==> src/rtl/sram_fifo_arbiter_pkg.sv <==
// -----------------------------------------------------------------------------
// sram_fifo_arbiter_pkg
// Shared definitions for the SRAM FIFO write arbiter:
//   - arb_state_t     : control FSM states (IDLE, RUN, FLUSH)
//   - FIFO_CAPACITY   : usable words for the default depth
//   - fifo_capacity() : usable words for any depth (one slot is always kept
//                       empty so that full and empty stay distinguishable)
// -----------------------------------------------------------------------------
package sram_fifo_arbiter_pkg;

    typedef enum logic [1:0] {
        ST_IDLE  = 2'd0,
        ST_RUN   = 2'd1,
        ST_FLUSH = 2'd2
    } arb_state_t;

    localparam int unsigned DEFAULT_WORD_DEPTH = 32'd8;
    localparam int unsigned FIFO_CAPACITY      = DEFAULT_WORD_DEPTH - 32'd1;

    // Usable occupancy of a FIFO that keeps one slot empty.
    function automatic int unsigned fifo_capacity(input int unsigned depth);
        return depth - 32'd1;
    endfunction

endpackage : sram_fifo_arbiter_pkg

==> src/rtl/sram_fifo_arbiter_rr_picker.sv <==
// -----------------------------------------------------------------------------
// rr_picker
// Combinational round-robin selector. The search starts at last_grant+1 and
// wraps modulo N; the first requesting index found wins.
// Ports:
//   req_vec      in  N     request vector
//   last_grant   in  ID_W  index granted most recently
//   grant_onehot out N     one-hot winner (all zero when nothing requests)
//   grant_idx    out ID_W  winner index (zero when nothing requests)
//   grant_any    out 1     at least one request present
// -----------------------------------------------------------------------------
module rr_picker #(
    parameter int N    = 4,
    parameter int ID_W = 2
) (
    input  logic [N-1:0]    req_vec,
    input  logic [ID_W-1:0] last_grant,
    output logic [N-1:0]    grant_onehot,
    output logic [ID_W-1:0] grant_idx,
    output logic            grant_any
);

    logic [N-1:0]    onehot_s;
    logic [ID_W-1:0] idx_s;
    logic            any_s;
    logic [ID_W-1:0] cand_s;

    // Rotating priority search: offsets 1..N from the last grant.
    always_comb begin
        onehot_s = '0;
        idx_s    = '0;
        any_s    = 1'b0;
        cand_s   = '0;
        for (int off = 1; off <= N; off++) begin
            cand_s = ID_W'((int'(last_grant) + off) % N);
            if (!any_s && req_vec[cand_s]) begin
                any_s            = 1'b1;
                idx_s            = cand_s;
                onehot_s[cand_s] = 1'b1;
            end else begin
                any_s = any_s;
            end
        end
    end

    assign grant_onehot = onehot_s;
    assign grant_idx    = idx_s;
    assign grant_any    = any_s;

endmodule : rr_picker

==> src/rtl/sram_fifo_arbiter.sv <==
// -----------------------------------------------------------------------------
// sram_fifo_arbiter
// Arbitrates NUM_REQ write requesters into one external SRAM FIFO and passes
// consumer pops through to it. Tracks committed occupancy so no more than
// WORD_DEPTH-1 words are ever in flight or stored, and supports a flush that
// drains the FIFO with all new traffic blocked.
// Ports:
//   clk, rst_n     clock (rising edge), async active-low reset
//   req_valid      per-requester word available
//   req_data       requester i word at [i*BITS +: BITS]
//   req_ready      one-hot accept strobe (combinational)
//   pop / pop_ack  consumer read request / accepted this cycle (combinational)
//   flush          single-cycle drain request
//   flush_done     single-cycle pulse when the drain has finished
//   fifo_write     FIFO write strobe (registered, one cycle after accept)
//   fifo_data_in   FIFO write data (registered)
//   fifo_read      FIFO read strobe (combinational)
//   fifo_ready     FIFO non-empty
//   fifo_overflow  FIFO overflow flag
//   level          committed occupancy (registered)
//   grant_id       last accepted requester (registered)
//   err_overflow   sticky overflow error
// -----------------------------------------------------------------------------
module sram_fifo_arbiter
    import sram_fifo_arbiter_pkg::*;
#(
    parameter  int BITS       = 12,
    parameter  int NUM_REQ    = 4,
    parameter  int WORD_DEPTH = 8,
    parameter  int ADDR_WIDTH = 3,
    localparam int ID_W       = (NUM_REQ > 1) ? $clog2(NUM_REQ) : 1
) (
    input  logic                    clk,
    input  logic                    rst_n,
    input  logic [NUM_REQ-1:0]      req_valid,
    input  logic [NUM_REQ*BITS-1:0] req_data,
    output logic [NUM_REQ-1:0]      req_ready,
    input  logic                    pop,
    output logic                    pop_ack,
    input  logic                    flush,
    output logic                    flush_done,
    output logic                    fifo_write,
    output logic [BITS-1:0]         fifo_data_in,
    output logic                    fifo_read,
    input  logic                    fifo_ready,
    input  logic                    fifo_overflow,
    output logic [ADDR_WIDTH-1:0]   level,
    output logic [ID_W-1:0]         grant_id,
    output logic                    err_overflow
);

    localparam logic [ADDR_WIDTH-1:0] CAP = ADDR_WIDTH'(fifo_capacity(WORD_DEPTH));

    arb_state_t              state_r;
    arb_state_t              state_s;
    logic [ADDR_WIDTH-1:0]   level_r;
    logic [ADDR_WIDTH-1:0]   level_s;
    logic [ID_W-1:0]         grant_r;
    logic                    fifo_write_r;
    logic [BITS-1:0]         fifo_data_r;
    logic                    err_r;
    logic                    flush_done_r;

    logic [NUM_REQ-1:0]      win_onehot_s;
    logic [ID_W-1:0]         win_idx_s;
    logic                    win_any_s;
    logic [BITS-1:0]         win_data_s;
    logic                    active_s;
    logic                    accept_s;
    logic                    read_s;
    logic                    rd_dec_s;
    logic                    drain_done_s;

    rr_picker #(
        .N    (NUM_REQ),
        .ID_W (ID_W)
    ) u_rr_picker (
        .req_vec      (req_valid),
        .last_grant   (grant_r),
        .grant_onehot (win_onehot_s),
        .grant_idx    (win_idx_s),
        .grant_any    (win_any_s)
    );

    // Select the winning requester's word with constant slices.
    always_comb begin
        win_data_s = '0;
        for (int i = 0; i < NUM_REQ; i++) begin
            if (win_idx_s == ID_W'(i)) begin
                win_data_s = req_data[i*BITS +: BITS];
            end else begin
                win_data_s = win_data_s;
            end
        end
    end

    // Accept/read decisions; acceptance uses the registered level only, so a
    // pop at full frees the slot for the following cycle, never this one.
    always_comb begin
        active_s     = (state_r != ST_FLUSH);
        accept_s     = active_s && win_any_s && (level_r < CAP);
        read_s       = active_s ? (pop && fifo_ready) : fifo_ready;
        rd_dec_s     = read_s && (level_r != '0);
        drain_done_s = (state_r == ST_FLUSH) && (level_r == '0) && !fifo_write_r;
    end

    // Occupancy next value: +1 on accept, -1 on read, hold when both or neither.
    always_comb begin
        level_s = level_r;
        case ({accept_s, rd_dec_s})
            2'b10:   level_s = level_r + ADDR_WIDTH'(1);
            2'b01:   level_s = level_r - ADDR_WIDTH'(1);
            default: level_s = level_r;
        endcase
    end

    // Control FSM next state; a flush seen while already flushing is ignored.
    always_comb begin
        state_s = state_r;
        case (state_r)
            ST_IDLE: begin
                if (flush) begin
                    state_s = ST_FLUSH;
                end else if ((|req_valid) || pop) begin
                    state_s = ST_RUN;
                end else begin
                    state_s = ST_IDLE;
                end
            end
            ST_RUN: begin
                if (flush) begin
                    state_s = ST_FLUSH;
                end else if (!(|req_valid) && !pop && !fifo_write_r) begin
                    state_s = ST_IDLE;
                end else begin
                    state_s = ST_RUN;
                end
            end
            ST_FLUSH: begin
                if (drain_done_s) begin
                    state_s = ST_IDLE;
                end else begin
                    state_s = ST_FLUSH;
                end
            end
            default: state_s = ST_IDLE;
        endcase
    end

    // State, occupancy, write pipeline stage, grant history and status flags.
    always_ff @(posedge clk or negedge rst_n) begin
        if (!rst_n) begin
            state_r      <= ST_IDLE;
            level_r      <= '0;
            grant_r      <= ID_W'(NUM_REQ - 1);
            fifo_write_r <= 1'b0;
            fifo_data_r  <= '0;
            err_r        <= 1'b0;
            flush_done_r <= 1'b0;
        end else begin
            state_r      <= state_s;
            level_r      <= level_s;
            fifo_write_r <= accept_s;
            flush_done_r <= drain_done_s;
            err_r        <= err_r | fifo_overflow;
            if (accept_s) begin
                grant_r     <= win_idx_s;
                fifo_data_r <= win_data_s;
            end else begin
                grant_r     <= grant_r;
                fifo_data_r <= fifo_data_r;
            end
        end
    end

    assign req_ready    = accept_s ? win_onehot_s : '0;
    assign pop_ack      = active_s && pop && fifo_ready;
    assign fifo_read    = read_s;
    assign fifo_write   = fifo_write_r;
    assign fifo_data_in = fifo_data_r;
    assign level        = level_r;
    assign grant_id     = grant_r;
    assign err_overflow = err_r;
    assign flush_done   = flush_done_r;

endmodule : sram_fifo_arbiter

==> config.mk <==
export PLATFORM = sky130hd
export DESIGN_NAME = sram_fifo_arbiter
export DESIGN_NICKNAME = d
export VERILOG_FILES = /design/src/rtl/sram_fifo_arbiter_pkg.sv /design/src/rtl/sram_fifo_arbiter_rr_picker.sv /design/src/rtl/sram_fifo_arbiter.sv
export SDC_FILE = /design/constraint.sdc
export NUM_CORES = 1
export LEC_CHECK = 0
export CAP_MARGIN = 20
export CORE_MARGIN = 2
export CORE_UTILIZATION = 60
export DETAILED_ROUTE_END_ITERATION = 12
export DONT_BUFFER_PORTS = 1
export PLACE_DENSITY = 0.74
export SETUP_SLACK_MARGIN = 0.4
export SLEW_MARGIN = 40
export SYNTH_ARGS = -nofsm -noshare
export SYNTH_HDL_FRONTEND = slang
export SYNTH_SLANG_ARGS = --single-unit
==> constraint.sdc <==
create_clock -name clk -period 3.6 [get_ports clk]
set_clock_uncertainty 0.2 [all_clocks]
set_input_delay 0.36 -clock clk [delete_from_list [all_inputs] [get_ports clk]]
set_output_delay 0.36 -clock clk [all_outputs]
set_load 0.03 [all_outputs]
==> results of run 1 <==
-- worst max-delay path, cell delays in order (launching register included) --
cell      delay, ns
dfstp_2        0.59
inv_2          0.06
ha_4           0.28
mux4_2         0.55
nor2b_4        0.18
a22oi_1        0.15
nor2_1         0.07
a221oi_2       0.26
nor2_4         0.11
-- metal layers --
metal	part of all wire	routed length [microns]	track usage	vias to the layer above
met3	0.054	252	0.03712	6
met1	0.41	1905	0.3487	776
met2	0.52	2442	0.4678	65
li1	-	-	-	771
met4	0.012	57	0.07302	0
met5	0	0	0	-
-- what timing repair did --
item,in CTS,in global routing
hold buffers,3,1
gates resized for setup,6,7
endpoints found under the hold margin,24,20
gates cloned,0,1
pin swaps,1,4
endpoints found under the setup margin,13,13
buffers inserted,4,3
-- Yosys cell counts (all sizes together), types with 5 or more instances --
master and instances:
ha 9, buf 11, and3 5, o31ai 9, dfrtp 20, a21boi 20
nor2 14, inv 8, a211oi 7, mux2i 5, a311oi 18, nand2 13
-- final cells by class --
cell class | count | area [sq um]
Multi-Input combinational cell | 150 | 1279
Fill cell | 224 | 912.1
Sequential cell | 22 | 553.0
Timing Repair Buffer | 19 | 151.4
Tap cell | 33 | 41.29
Clock buffer | 4 | 36.28
Inverter | 8 | 30.03
-- kinds of logic after synthesis --
group | after synthesis | synth area share
AO/OA/AOI/OAI | 73 | 0.3184
AND/OR/NAND/NOR | 52 | 0.1447
buffers and inverters | 23 | 0.06423
flip-flops | 22 | 0.2989
multiplexers | 11 | 0.08790
adder cells (fa/ha/maj) | 10 | 0.07167
XOR/XNOR | 3 | 0.01420
-- metrics by stage --
step | worst slack (ns) | utilization | cell area [sq um] | hold WS [ns] | cells
after floorplan | 0.2938 | - | 1894 | -0.1356 | 194
after global placement | 0.4287 | 0.6329 | 1901 | -0.1352 | 220
after detailed placement | 0.2783 | 0.6329 | 1901 | -0.1351 | 220
after CTS | 0.3985 | 0.6750 | 2027 | 0.002539 | 231
after global routing | 0.3612 | 0.6963 | 2091 | 0.01060 | 236
final | 0.4900 | 0.6963 | 2091 | 0.01228 | 236
-- state kept, by name (all words and copies together) (netlist names) --
name	cells
fifo_data_in	12
grant_id	2
flush_done	1
fifo_write	1
state_r	2
err_overflow	1
level	3
-- how the worst max path moves through the flow --
stage                      from  cells past startpoint               end
finish              grant_id[0]                      8      req_ready[0]
global route        grant_id[0]                      8      req_ready[0]
floorplan           grant_id[0]                     10      req_ready[0]
CTS                 grant_id[0]                      6      req_ready[3]
global placement    grant_id[0]                      9  fifo_data_in[11]
detailed placement  grant_id[0]                      9   fifo_data_in[8]
==> flow_metrics.env, run 1 <==
export IMPL_outcome="finished, final reports clean"
export IMPL_rsz0062_at_grt="true"
export IMPL_insertion_delay_ns=0.30
export IMPL_area_growth_pct=12.98
export IMPL_num_vias=1618
export IMPL_ant_nets=0
export IMPL_core_area_sq_um=3003
export IMPL_io_pin_count=84
export IMPL_wl_per_cell_microns=19.73
export IMPL_dominantRegCellSynth="dfrtp_1"
export IMPL_r2r_slack_ns=0.56
export IMPL_clk_pin_slew_worst_paths_ns=0.12
export IMPL_end_kind="output port"
export IMPL_dr_pass1_iters=4
export IMPL_hold_path_class="input pin to flip-flop"
export IMPL_layout_drive_gt1_share=0.2512
export IMPL_syn_num_nets=262
export IMPL_max_clock_freq_mhz=321.5
export IMPL_postSynth_asyncResetShare=1.000
export IMPL_grt_antenna_before_repair=0
export IMPL_antennaDiodeCount=0
export IMPL_hold_path_endpoint="state_r[1]"
export IMPL_syn_inst=194
export IMPL_die_x_microns=59.54
export IMPL_setup_viol=0
export IMPL_synth_edf_count=0
export IMPL_cp_max_fo=5
export IMPL_fin_crit_sh=0.8639
export IMPL_final_common_cell="dfrtp_1"
export IMPL_floorplan_initialDensity=0.6163
export IMPL_ys_warnings_count=0
export IMPL_drc=0
export IMPL_start_kind="flip-flop"
export IMPL_synth_cell_area_sq_um=1851
export IMPL_first_iter_violations=93
export IMPL_cp_data_arrival_time_ns=2.55
export IMPL_gp_congestion=0.8394
export IMPL_htreeDepth=1
export IMPL_drv_slew=0
export IMPL_syn_avg_cell_area_sq_um=9.539
export IMPL_relSlewSlack=0.5216
export IMPL_clock_path_buffers=2
export IMPL_grt_usage=0.2685
export IMPL_synth_largest_area_cell="dfrtp_1"
export IMPL_yosys_top_cells_area="dfrtp_1 (27%), a311oi_1 (8.5%), ha_1 (6.1%)"
export IMPL_setup_tns_ns=0
export IMPL_die_h_microns=59.54
export IMPL_cts_buffers_inserted=3
export IMPL_cp_data_required_time_ns=3.04
export IMPL_post_dp_hpwl_mm=3.270
export IMPL_grt_pass1_vias=1532
export IMPL_path_class="flip-flop to output port"
export IMPL_synth_cell_types=42
export IMPL_cts_sinks=22
export IMPL_r2r_cells=9
export IMPL_ys_seq_elements=22
export IMPL_period_minus_slack_ns=3.110
export IMPL_hold_viol_final=0
export IMPL_synth_top_area_share=0.2705
export IMPL_nets=272
export IMPL_grt_overflow_total=0
export IMPL_r2r_start="grant_id[0]"
export IMPL_drt_total_wl_mm=4.657
export IMPL_cts_tree="built"
export IMPL_die_area_sq_um=3544
export IMPL_viasPerCell=6.856
export IMPL_row_count=20
export IMPL_worst_pin_slew_ns=0.7153
export IMPL_drv_cap=0
export IMPL_cts_root_buffer="clkbuf_4"
export IMPL_ys_seq_area_frac=0.2989
export IMPL_port_buffer_count=0
export IMPL_min_from="flush"
export IMPL_layout_common_cells="dfrtp_1 (20), a311oi_1 (18), buf_4 (14)"
export IMPL_min_path_cells=2
export IMPL_grt_first_pass_wirelength_mm=7.196
export IMPL_r2r_end="fifo_data_in[10]"
export IMPL_grt_max_degree=38
Power of run 1 is not shown: default switching activity piles up to over one toggle a cycle in this logic, so the estimate is an artifact.
==> run 2, diff against run 1 <==
--- a/config.mk
+++ b/config.mk
@@ -7,10 +7,9 @@
 export LEC_CHECK = 0
 export CAP_MARGIN = 20
 export CORE_MARGIN = 2
-export CORE_UTILIZATION = 60
+export CORE_UTILIZATION = 42
 export DETAILED_ROUTE_END_ITERATION = 12
-export DONT_BUFFER_PORTS = 1
-export PLACE_DENSITY = 0.74
+export PLACE_DENSITY = 0.79
 export SETUP_SLACK_MARGIN = 0.4
 export SLEW_MARGIN = 40
 export SYNTH_ARGS = -nofsm -noshare
==> run 2 against run 1 <==
Against the previous run:
- via count up 15%
- non-clock buffer count increased by 76
- global-route usage is 5.8 points lower
- highest routed layer unchanged
==> flow_metrics.env, run 2 (synthesis results as in run 1) <==
export IMPL_cts_root_buffer="clkbuf_8"
export IMPL_antennaDiodeCount=0
export IMPL_num_vias=1864
export IMPL_largest_reg_flops=12
export IMPL_floorplan_initialDensity=0.4309
export IMPL_hold_viol_final=0
export IMPL_post_dp_hpwl_mm=3.881
export IMPL_row_count=24
export IMPL_drv_cap=0
export IMPL_final_util=0.6672
export IMPL_grt_antenna_before_repair=0
export IMPL_drt_total_wl_mm=5.276
export IMPL_hold_path_endpoint="state_r[0]"
export IMPL_r2r_cells=10
export IMPL_cts_sinks=22
export IMPL_die_h_microns=70.38
export IMPL_cp_data_arrival_time_ns=2.64
export IMPL_end_kind="output port"
export IMPL_ant_nets=0
export IMPL_path_class="flip-flop to output port"
export IMPL_grt_pass1_vias=1813
export IMPL_viasPerCell=5.648
export IMPL_min_from="state_r[1]"
export IMPL_die_x_microns=70.38
export IMPL_setup_viol=0
export IMPL_final_common_cell="clkdlybuf4s50_1"
export IMPL_relSlewSlack=0.6723
export IMPL_cp_data_required_time_ns=3.04
export IMPL_grt_overflow_total=0
export IMPL_io_pin_count=84
export IMPL_cp_cell_sequence="inv_2 > ha_4 > mux4_2 > nor2b_2 > a22oi_1 > nor2_1 > a221oi_2 > nor2_2 > buf_2"
export IMPL_cts_buffers_inserted=3
export IMPL_start_kind="flip-flop"
export IMPL_insertion_delay_ns=0.26
export IMPL_dr_pass1_iters=4
export IMPL_period_minus_slack_ns=3.199
export IMPL_fin_crit_sh=0.8885
export IMPL_critPathSlowestCell="dfstp_2"
export IMPL_r2r_slack_ns=0.53
export IMPL_p_total_mw=2.960
export IMPL_grt_max_degree=38
export IMPL_nets=347
export IMPL_first_iter_violations=110
export IMPL_crit_cells=9
export IMPL_grt_first_pass_wirelength_mm=8.535
export IMPL_outcome="finished, final reports clean"
export IMPL_cp_max_fo=5
export IMPL_cts_tree="built"
export IMPL_clock_path_buffers=2
export IMPL_hold_path_class="flip-flop to flip-flop"
export IMPL_core_area_sq_um=4294
export IMPL_cp_buffers_inverters=2
export IMPL_setup_tns_ns=0
export IMPL_vdd_drop_max_mv=0.5078
export IMPL_drc=0
export IMPL_drv_slew=0
export IMPL_powerDensity_nw_per_um2=1033
export IMPL_r2r_end="fifo_data_in[7]"
export IMPL_cp_top_family="flip-flops"
export IMPL_min_path_cells=1
export IMPL_worst_pin_slew_ns=0.4915
export IMPL_port_buffer_count=83
export IMPL_layout_common_cells="clkdlybuf4s50_1 (78), dfrtp_1 (20), a311oi_1 (18)"
export IMPL_die_area_sq_um=4953
export IMPL_gp_congestion=0.8348
export IMPL_area_growth_pct=54.83
export IMPL_wl_per_cell_microns=15.99
export IMPL_htreeDepth=1
export IMPL_max_clock_freq_mhz=312.6
export IMPL_p_leak_nw=1.137
export IMPL_layout_drive_gt1_share=0.1799
export IMPL_grt_usage=0.2104
export IMPL_cpPeakStageDelay_ns=0.54
export IMPL_rsz0062_at_grt="true"
export IMPL_clk_pin_slew_worst_paths_ns=0.08
export IMPL_r2r_start="grant_id[1]"
==> run 2: how the worst max path moves through the flow <==
stage / to / slack (ns) / start
4_1_cts: req_ready[0] / 0.38 / grant_id[1]
3_3_place_gp: req_ready[3] / 0.22 / req_valid[1]
5_1_grt: req_ready[0] / 0.30 / grant_id[1]
3_5_place_dp: req_ready[0] / 0.13 / req_valid[2]
6_report: req_ready[0] / 0.40 / grant_id[1]
2_1_floorplan: req_ready[0] / 0.29 / grant_id[0]
==> run 2: final cells by class <==
class                           instances  area (sq um)
Timing Repair Buffer                   95         914.6
Inverter                                8         30.03
Sequential cell                        22         553.0
Tap cell                               52         65.06
Clock buffer                            4         55.05
Multi-Input combinational cell        149          1247
Fill cell                             363          1429
==> run 2: what timing repair did <==
item                       in CTS  in global routing
buffers inserted                1                  2
setup endpoints to repair       4                 16
cloned                          0                  0
hold buffers                    1                  0
pin swaps                       0                  1
resized for setup              21                  7
hold endpoints to repair       20                  0
==> run 2: layer usage <==
| metal | share of wire | up-vias | wire length (microns) | GRT usage |
|---|---|---|---|---|
| li1 | - | 908 | - | - |
| met1 | 0.43 | 910 | 2262 | 0.2809 |
| met2 | 0.53 | 44 | 2773 | 0.3669 |
| met3 | 0.038 | 2 | 199 | 0.01299 |
| met4 | 0.0080 | 0 | 42 | 0.05769 |
| met5 | 0 | - | 0 | 0 |
==> run 2: metrics by stage <==
stage / worst slack (ns) / hold slack, ns / std cells / cell area, sq um
after floorplan: 0.2938 / -0.1356 / 194 / 1894
after global placement: 0.2199 / 0.2498 / 322 / 2768
after CTS: 0.3838 / 0.2799 / 328 / 2828
final: 0.4015 / 0.2759 / 330 / 2865
after global routing: 0.2982 / 0.3042 / 330 / 2865
after detailed placement: 0.1318 / 0.1534 / 322 / 2763
==> run 2: power breakdown <==
group	leakage, nW	total [mW]	switching (mW)	internal (mW)
Sequential	0.257	0.462	0.0786	0.384
Clock	0.0288	0.177	0.0791	0.0974
Combinational	0.851	2.32	1.34	0.986
Total	1.14	2.96	1.49	1.47
Note: power is estimated with default switching activity, not from simulation.
==> run 3, diff against run 2 <==
--- a/config.mk
+++ b/config.mk
@@ -5,7 +5,8 @@
 export SDC_FILE = /design/constraint.sdc
 export NUM_CORES = 1
 export LEC_CHECK = 0
-export CAP_MARGIN = 20
+export ABC_CLOCK_PERIOD_IN_PS = 3600
+export CAP_MARGIN = 40
 export CORE_MARGIN = 2
 export CORE_UTILIZATION = 42
 export DETAILED_ROUTE_END_ITERATION = 12
==> results of run 3 <==
No change in the layout: final DEF, timing and power equal those of run 2.
